--- src/rtl/aes_pkg.sv ---
// aes_pkg: shared GF(2^8) helpers, FSM states and column index type for the AES mix stages
package aes_pkg;
  localparam logic [7:0] AES_POLY = 8'h1b;
  typedef enum logic [1:0] {IDLE, BUSY, DONE} state_t;
  typedef logic [1:0] col_t;
  function automatic logic [7:0] xtime(input logic [7:0] x);
    return {x[6:0], 1'b0} ^ (x[7] ? AES_POLY : 8'h00);
  endfunction
endpackage

--- src/rtl/mix_single_column.sv ---
// mix_single_column: combinational forward MixColumns of one 4-byte column (a[0] = row 0)
module mix_single_column
  import aes_pkg::*;
(
  input  logic [3:0][7:0] a,
  output logic [3:0][7:0] r
);
  logic [3:0][7:0] d;
  for (genvar i = 0; i < 4; i++) begin : g_dbl
    assign d[i] = xtime(a[i]);
  end
  // 3x is folded in as 2x ^ x
  assign r[0] = d[0] ^ d[1] ^ a[1] ^ a[2] ^ a[3];
  assign r[1] = a[0] ^ d[1] ^ d[2] ^ a[2] ^ a[3];
  assign r[2] = a[0] ^ a[1] ^ d[2] ^ d[3] ^ a[3];
  assign r[3] = d[0] ^ a[0] ^ a[1] ^ a[2] ^ d[3];
endmodule

--- src/rtl/mix_column_fwd.sv ---
// mix_column_fwd: forward AES MixColumns, one column per clock through a shared mixer, valid/ready handshake
module mix_column_fwd
  import aes_pkg::*;
(
  input  logic       sys_clk,
  input  logic       sys_rst,
  input  logic       in_valid,
  output logic       in_ready,
  input  logic [7:0] sm0, sm1, sm2, sm3, sm4, sm5, sm6, sm7,
  input  logic [7:0] sm8, sm9, sm10, sm11, sm12, sm13, sm14, sm15,
  output logic       out_valid,
  input  logic       out_ready,
  output logic [7:0] mixed0, mixed1, mixed2, mixed3, mixed4, mixed5, mixed6, mixed7,
  output logic [7:0] mixed8, mixed9, mixed10, mixed11, mixed12, mixed13, mixed14, mixed15,
  output logic       busy
);
  state_t state;
  col_t col;
  logic [15:0][7:0] work, res;
  logic [3:0][7:0] col_in, col_out;
  assign col_in = work[{col, 2'b00} +: 4];
  mix_single_column u_mix (.a(col_in), .r(col_out));
  always_ff @(posedge sys_clk) begin
    if (!sys_rst) begin
      state     <= IDLE;
      col       <= '0;
      work      <= '0;
      res       <= '0;
      out_valid <= 1'b0;
      in_ready  <= 1'b0;
      busy      <= 1'b0;
    end else begin
      case (state)
        IDLE: begin
          in_ready <= 1'b1;
          if (in_valid && in_ready) begin
            work     <= {sm15, sm14, sm13, sm12, sm11, sm10, sm9, sm8,
                         sm7, sm6, sm5, sm4, sm3, sm2, sm1, sm0};
            col      <= '0;
            state    <= BUSY;
            in_ready <= 1'b0;
            busy     <= 1'b1;
          end
        end
        BUSY: begin
          res[{col, 2'b00} +: 4] <= col_out;
          col <= col + 2'd1;
          if (col == 2'd3) begin
            state     <= DONE;
            out_valid <= 1'b1;
            busy      <= 1'b0;
          end
        end
        DONE: begin
          if (out_ready) begin
            state     <= IDLE;
            out_valid <= 1'b0;
            in_ready  <= 1'b1;
          end
        end
        default: state <= IDLE;
      endcase
    end
  end
  assign {mixed15, mixed14, mixed13, mixed12, mixed11, mixed10, mixed9, mixed8,
          mixed7, mixed6, mixed5, mixed4, mixed3, mixed2, mixed1, mixed0} = res;
endmodule

--- config.mk ---
export PLATFORM = sky130hd
export DESIGN_NAME = mix_column_fwd
export DESIGN_NICKNAME = d
export VERILOG_FILES = /design/src/rtl/aes_pkg.sv /design/src/rtl/mix_single_column.sv /design/src/rtl/mix_column_fwd.sv
export SDC_FILE = /design/constraint.sdc
export NUM_CORES = 1
export LEC_CHECK = 0
export ABC_AREA = 1
export CAP_MARGIN = 20
export CELL_PAD_IN_SITES_DETAIL_PLACEMENT = 1
export CELL_PAD_IN_SITES_GLOBAL_PLACEMENT = 2
export CORE_MARGIN = 5
export CORE_UTILIZATION = 30
export DETAILED_ROUTE_END_ITERATION = 8
export PLACE_DENSITY_LB_ADDON = 0.1
export SYNTH_ARGS = -nofsm -noshare
export SYNTH_HDL_FRONTEND = slang
export SYNTH_SLANG_ARGS = --single-unit
--- constraint.sdc ---
create_clock -name sys_clk -period 3.8 [get_ports sys_clk]
set_input_delay 0.95 -clock sys_clk [delete_from_list [all_inputs] [get_ports sys_clk]]
set_output_delay 0.95 -clock sys_clk [all_outputs]
set_load 0.02 [all_outputs]
==> run metrics, run 1 <==
fin crit period between 2 and 3 ns; Final Hold Fails 0; sw frac around 33%; Worst-Margin Slew approximately 0.71 ns; max reg flops around 130; relative slew slack around 52%; CTS tree done; ratio of cells with drive above 1 in the final layout between 5 and 6%; Gate power share about a quarter; Die Wd around 220 µm; Synth Register Bits about 260; Yosys warning count 0; final setup fails 0; Total Wirelength approximately 54000 µm; Antenna Cells 0; Final Cycle Share 72.7%; largest net degree at the start of global routing around 140; cell internal pwr just over 0.005 W; CTS clock-pin slew for the worst setup and hold paths ~0.060 ns; Die H between 200 and 250 µm; number of CTS-inserted buffers 30; Setup CP Type flip-flop to flip-flop; startpoint types flip-flop; GRT Residual Overflow 0; number of global-route vias before repair approximately 14000; Power, Total between 0.007 and 0.008 W; P_leak 6.82 nW; clock sinks ~260; port bufs roughly 260; Yosys cell types 29; worst endpoint required time around 4.3 ns; Max-Cap Viols 0; most used cell, CP nand2_1; CP max stage delay 0.51 ns; via/cell ratio between 4 and 5; hold path cells 2; reg2reg path depth 13; Min Hold Slack 0.451 ns; wire per inst 19.7 µm; clock buffer depth 3; Core ar. roughly 42000 µm²; Max Clock Skew approximately 0.026 ns; Reg2Reg Setup Slack ~1.0 ns; FMAX 0.362 GHz; initial antenna violation count 0; Synth area leader dfxtp_1; htree depth 1; final RePlAce weighted congestion around 0.82; critical path's slowest cell buf_12; Top reg by flops work; row count 75; Seq pwr share about two fifths; worst vdd ir 289 µV; clock root buffer clkbuf_16; die footprint approximately 47000 µm²; post-cts sizing count 0; NetSw roughly 0.0025 W; status finished, final reports clean; RSZ-0062 raised after global routing false; GRT Overall Usage between 20% and 30%; synth top area cells dfxtp_1 (41%), nand2_1 (23%), nor2_1 (7.5%); clock power share a little under two fifths; initial core utilization 30.4%; first-pass GRT wire length ~83000 µm; mean post-synth cell area 6.44 µm²; DRT Pass-1 Iters 5; FILL cells about 5400; Synth Instances a little under 2000; DRC Markers 0; setup bufs post-CTS 0; Crit. End Element flip-flop; Routed Antenna Nets 0; Final nets 2323; PwrDens between 400 and 500 nW/µm²; later-pin clock latency in the skew report about 0.59 ns; CP Cell Sequence buf_12, nand2_1, nand3_1, nand2_1, inv_1, nand2_1, nand2_1, nand2_1, nand2_1, nand2_1, nand2_1, nand4_1, a21oi_1; hold buffers post-CTS 0; Crit Path Max Fanout 134; Hold Crit Class flip-flop to flip-flop; Vias 13600; WP data arrival approximately 3.3 ns; syn_nets about 2100; Syn-to-layout area delta 31.4%; HPWL Detailed 40500 µm; max-slew violation count 0; share of the synthesized area in the top cell type around two fifths; post-synthesis sequential area ratio around 41%; Iter 0 DRT Violations around 780; Cell Area, Synth 12800 µm²; # IOs around 260; setup TNS 0 ns
[critical path, delay by kind of cell, from the launching register on]
family                 cells  cell delay (ns)
AOI/OAI and AO/OA          1             0.17
and+or+nand+nor           10             1.34
buffers and inverters      2             0.70
DFF                        1             0.38
[cells in the final DEF, fill, tap and decap left out, types with 2 or more instances in the layout]
master / netlist / routed
a21oi_1: 138 / 138
buf_12: 0 / 6
buf_4: 8 / 21
bufinv_16: 0 / 2
clkbuf_1: 74 / 10
clkbuf_16: 0 / 30
clkbuf_8: 0 / 6
clkdlybuf4s50_1: 0 / 261
clkinv_2: 0 / 6
dfxtp_1: 263 / 261
ha_1: 6 / 6
inv_1: 30 / 30
inv_2: 10 / 8
inv_4: 1 / 2
nand2_1: 782 / 782
nand2_2: 21 / 21
nand2_4: 4 / 4
nand3_1: 152 / 151
nand3_2: 5 / 5
nand3b_1: 4 / 4
nand4_1: 51 / 51
nor2_1: 254 / 251
nor2_2: 7 / 10
o21ai_0: 128 / 128
xnor2_1: 2 / 2
xnor2_2: 2 / 2
[final timing paths]
| path | endpoint | start |
|---|---|---|
| max | mixed5[6] | col[0] |
| min | work[117] | work[117] |
| max reg2reg | mixed5[6] | col[0] |
| min reg2reg | work[117] | work[117] |
[per-stage QoR]
stage	std cells	util [%]	setup slack, ns	instance area [µm²]
2_1_floorplan	1986	-	1.65	12800
3_3_place_gp	2692	37.6	1.09	15800
3_5_place_dp	2692	37.6	1.04	15800
4_1_cts	2747	39.9	0.979	16800
5_1_grt	2747	39.9	0.754	16800
6_report	2747	39.9	1.04	16800
[layer usage]
metal	vias up	wire length, µm	track usage, %
met2	296	26200	38.9
met1	6461	23800	28.7
met4	0	1640	6.47
met5	-	0	0
met3	70	2520	3.24
li1	6791	-	-
[logic make-up after synthesis]
| family | count (synthesis) | share of synthesized area, % |
|---|---|---|
| AO/OA/AOI/OAI | 268 | 10.5 |
| AND/OR/NAND/NOR | 1281 | 41.3 |
| buffers and inverters | 163 | 5.84 |
| XOR/XNOR | 5 | 0.519 |
| flip-flops | 263 | 41.2 |
| adder cells (fa/ha/maj) | 6 | 0.587 |
[final cells by class]
cell class / instances / area, µm² / area share, %
clock buffer: 46 / 871 / 5.19
clock inverter: 9 / 123 / 0.730
inverter: 42 / 169 / 1.01
multi-input combinational: 1560 / 6800 / 40.5
sequential: 263 / 5270 / 31.4
tap: 539 / 674 / 4.02
timing repair buffer: 288 / 2890 / 17.2
[Yosys cell counts (all sizes together)]
master,number
nand3b,4
a21oi,138
nor4,1
xor2,1
clkbuf,74
o21ai,128
xnor2,4
nor2,261
nand4,51
ha,6
inv,42
nand2,807
buf,47
nand3,157
o21a,1
a211oi,1
dfxtp,263
[power groups by stage]
stage                     clock (W)  sequential, W  combinational, W
after floorplan                   0        0.00304           0.00105
after global placement            0        0.00304           0.00177
after detailed placement          0        0.00304           0.00181
after CTS                   0.00298        0.00298           0.00182
after global routing        0.00310        0.00299           0.00199
final                       0.00291        0.00298           0.00180
Power figures use the tool's default switching activity.
==> run 2: changes to the inputs <==
- CORE_UTILIZATION: 30 -> 25
- clock period: 3.8 -> 2.45 ns (I/O delays scaled with it)
==> run 2 against run 1 <==
Register-to-register slack got worse by 0.82 ns; die area rose by 19%; hold slack better by 0.010 ns; total power increased by 62%; via count rose by 1.5%; first-iteration DRC count is 14% lower; combinational power is 79% higher; global-route usage is 2.8 points lower; design area up 5.4%; critical endpoint is now mixed0[5]; largest cell class unchanged.
==> run metrics, run 2 (synthesis results as in run 1) <==
Iter 0 DRT Violations around 660; cell internal pwr ~0.0084 W; WP data arrival approximately 1.6 ns; Vias 13800; Layout Cell Area excl Fill around 18000 µm²; Final Hold Fails 0; GRT Residual Overflow 0; via/cell ratio 4.70; Routed Antenna Nets 0; R2R Path Start col[1]; GRT Overall Usage slightly below 20%; CP max stage delay ~0.65 ns; CP Cell Sequence clkdlybuf4s50_1; relative slew slack about three fifths; first-pass GRT wire length ~85000 µm; Gate power share about a quarter; Antenna Cells 0; row count between 80 and 90; number of CTS-inserted buffers 31; Hold Crit Class flip-flop to flip-flop; initial antenna violation count 0; commonest non-fill, non-tap cell in the layout nand2_1; CTS tree done; Setup CP Type flip-flop to output port; Worst-Margin Slew about 0.61 ns; htree depth 1; Final Cycle Share ~92%; worst setup path startpoint mixed0[5]; Seq pwr share 37.2%; Top reg by flops work; Crit. End Element output port; setup bufs post-CTS 0; Max-Cap Viols 0; startpoint types flip-flop; port bufs 262; ratio of cells with drive above 1 in the final layout under 10%; most frequent cells in the layout nand2_1 (775), dfxtp_1 (261), clkdlybuf4s50_1 (261); clock power share between 30 and 40%; # IOs ~260; worst endpoint required time about 1.8 ns; Max Clock Skew between 0.01 and 0.015 ns; number of global-route vias before repair 14100; Crit path max-delay family buffers and inverters; HPWL Detailed around 44000 µm; Crit Path Max Fanout 2; FMAX 0.444 GHz; clock root buffer clkbuf_16; DRT Pass-1 Iters 4; RSZ-0062 raised after global routing false; hold_sp work[117]; Total Wirelength roughly 57000 µm; NetSw 0.00406 W; Core ar. ~50000 µm²; worst vdd ir roughly 530 µV; later-pin clock latency in the skew report approximately 0.59 ns; clock sinks about 260; die footprint approximately 56000 µm²; PwrDens 703 nW/µm²; critical path's slowest cell clkdlybuf4s50_1; largest net degree at the start of global routing 84; P_leak between 7 and 8 nW; max-slew violation count 0; max reg flops between 100 and 150; final setup fails 0; initial core utilization 25.4%; setup TNS 0 ns; clock buffer depth 3; DRC Markers 0; status finished, final reports clean; Syn-to-layout area delta 38.5%; sw frac 32.6%; dpl cell area between 15000 and 20000 µm²; CTS clock-pin slew for the worst setup and hold paths around 0.06 ns; fin crit period around 2.2 ns; CP Buf/Inv Count 1; Final nets ~2400; wire per inst about 19 µm; Die Wd ~240 µm; Die H about 240 µm; final RePlAce weighted congestion approximately 0.84
-- run 2: per-stage QoR --
stage / setup WS [ns] / instances / power [W] / hold slack, ns / util, %
floorplan: 0.299 / 1986 / 0.00633 / 0.424 / -
global placement: 0.150 / 2883 / 0.00793 / 0.452 / 33.1
detailed placement: 0.127 / 2883 / 0.00798 / 0.458 / 33.1
CTS: 0.105 / 2940 / 0.0126 / 0.465 / 35.1
global route: 0.00449 / 2940 / 0.0131 / 0.480 / 35.1
finish: 0.200 / 2940 / 0.0124 / 0.461 / 35.1
-- run 2: worst min-delay path, cell delays in order, from the launching register on --
cell and delay, ns:
dfxtp_1 0.32, inv_1 0.05, a21oi_1 0.05
-- run 2: path summary, 6_finish.rpt --
kind,end,slack [ns],cells after the start
setup / recovery,mixed0[5],0.20,1
hold / removal,work[117],0.46,2
setup reg to reg,mixed14[3],0.22,13
hold reg to reg,work[117],0.46,2
-- run 2: layer usage --
layer	GRT usage, %	wire [µm]	up-vias
met5	0	0	-
met4	5.75	1680	0
met3	2.32	2090	61
met2	34.2	27500	252
met1	25.0	25200	6581
li1	-	-	6926
-- run 2: area by class of cell --
cell class / instances / area (µm²)
tap: 672 / 841
clock inverter: 6 / 70.1
inverter: 42 / 169
multi-input combinational: 1560 / 6820
sequential: 263 / 5270
timing repair buffer: 346 / 3590
clock buffer: 51 / 941
fill: 6336 / 32700
-- run 2: power groups by stage --
stage	clock, W	combinational [W]	sequential (W)
after floorplan	0	0.00162	0.00471
after global placement	0	0.00321	0.00472
after detailed placement	0	0.00326	0.00472
after CTS	0.00475	0.00327	0.00463
after global routing	0.00491	0.00356	0.00465
final	0.00459	0.00323	0.00462
-- run 2: what timing repair did --
| action | 4_1_cts | 5_1_grt |
|---|---|---|
| gates resized for setup | 0 | 8 |
| endpoints found under the setup margin | 0 | 15 |
| hold buffers | 0 | 0 |
| endpoints found under the hold margin | 0 | 0 |
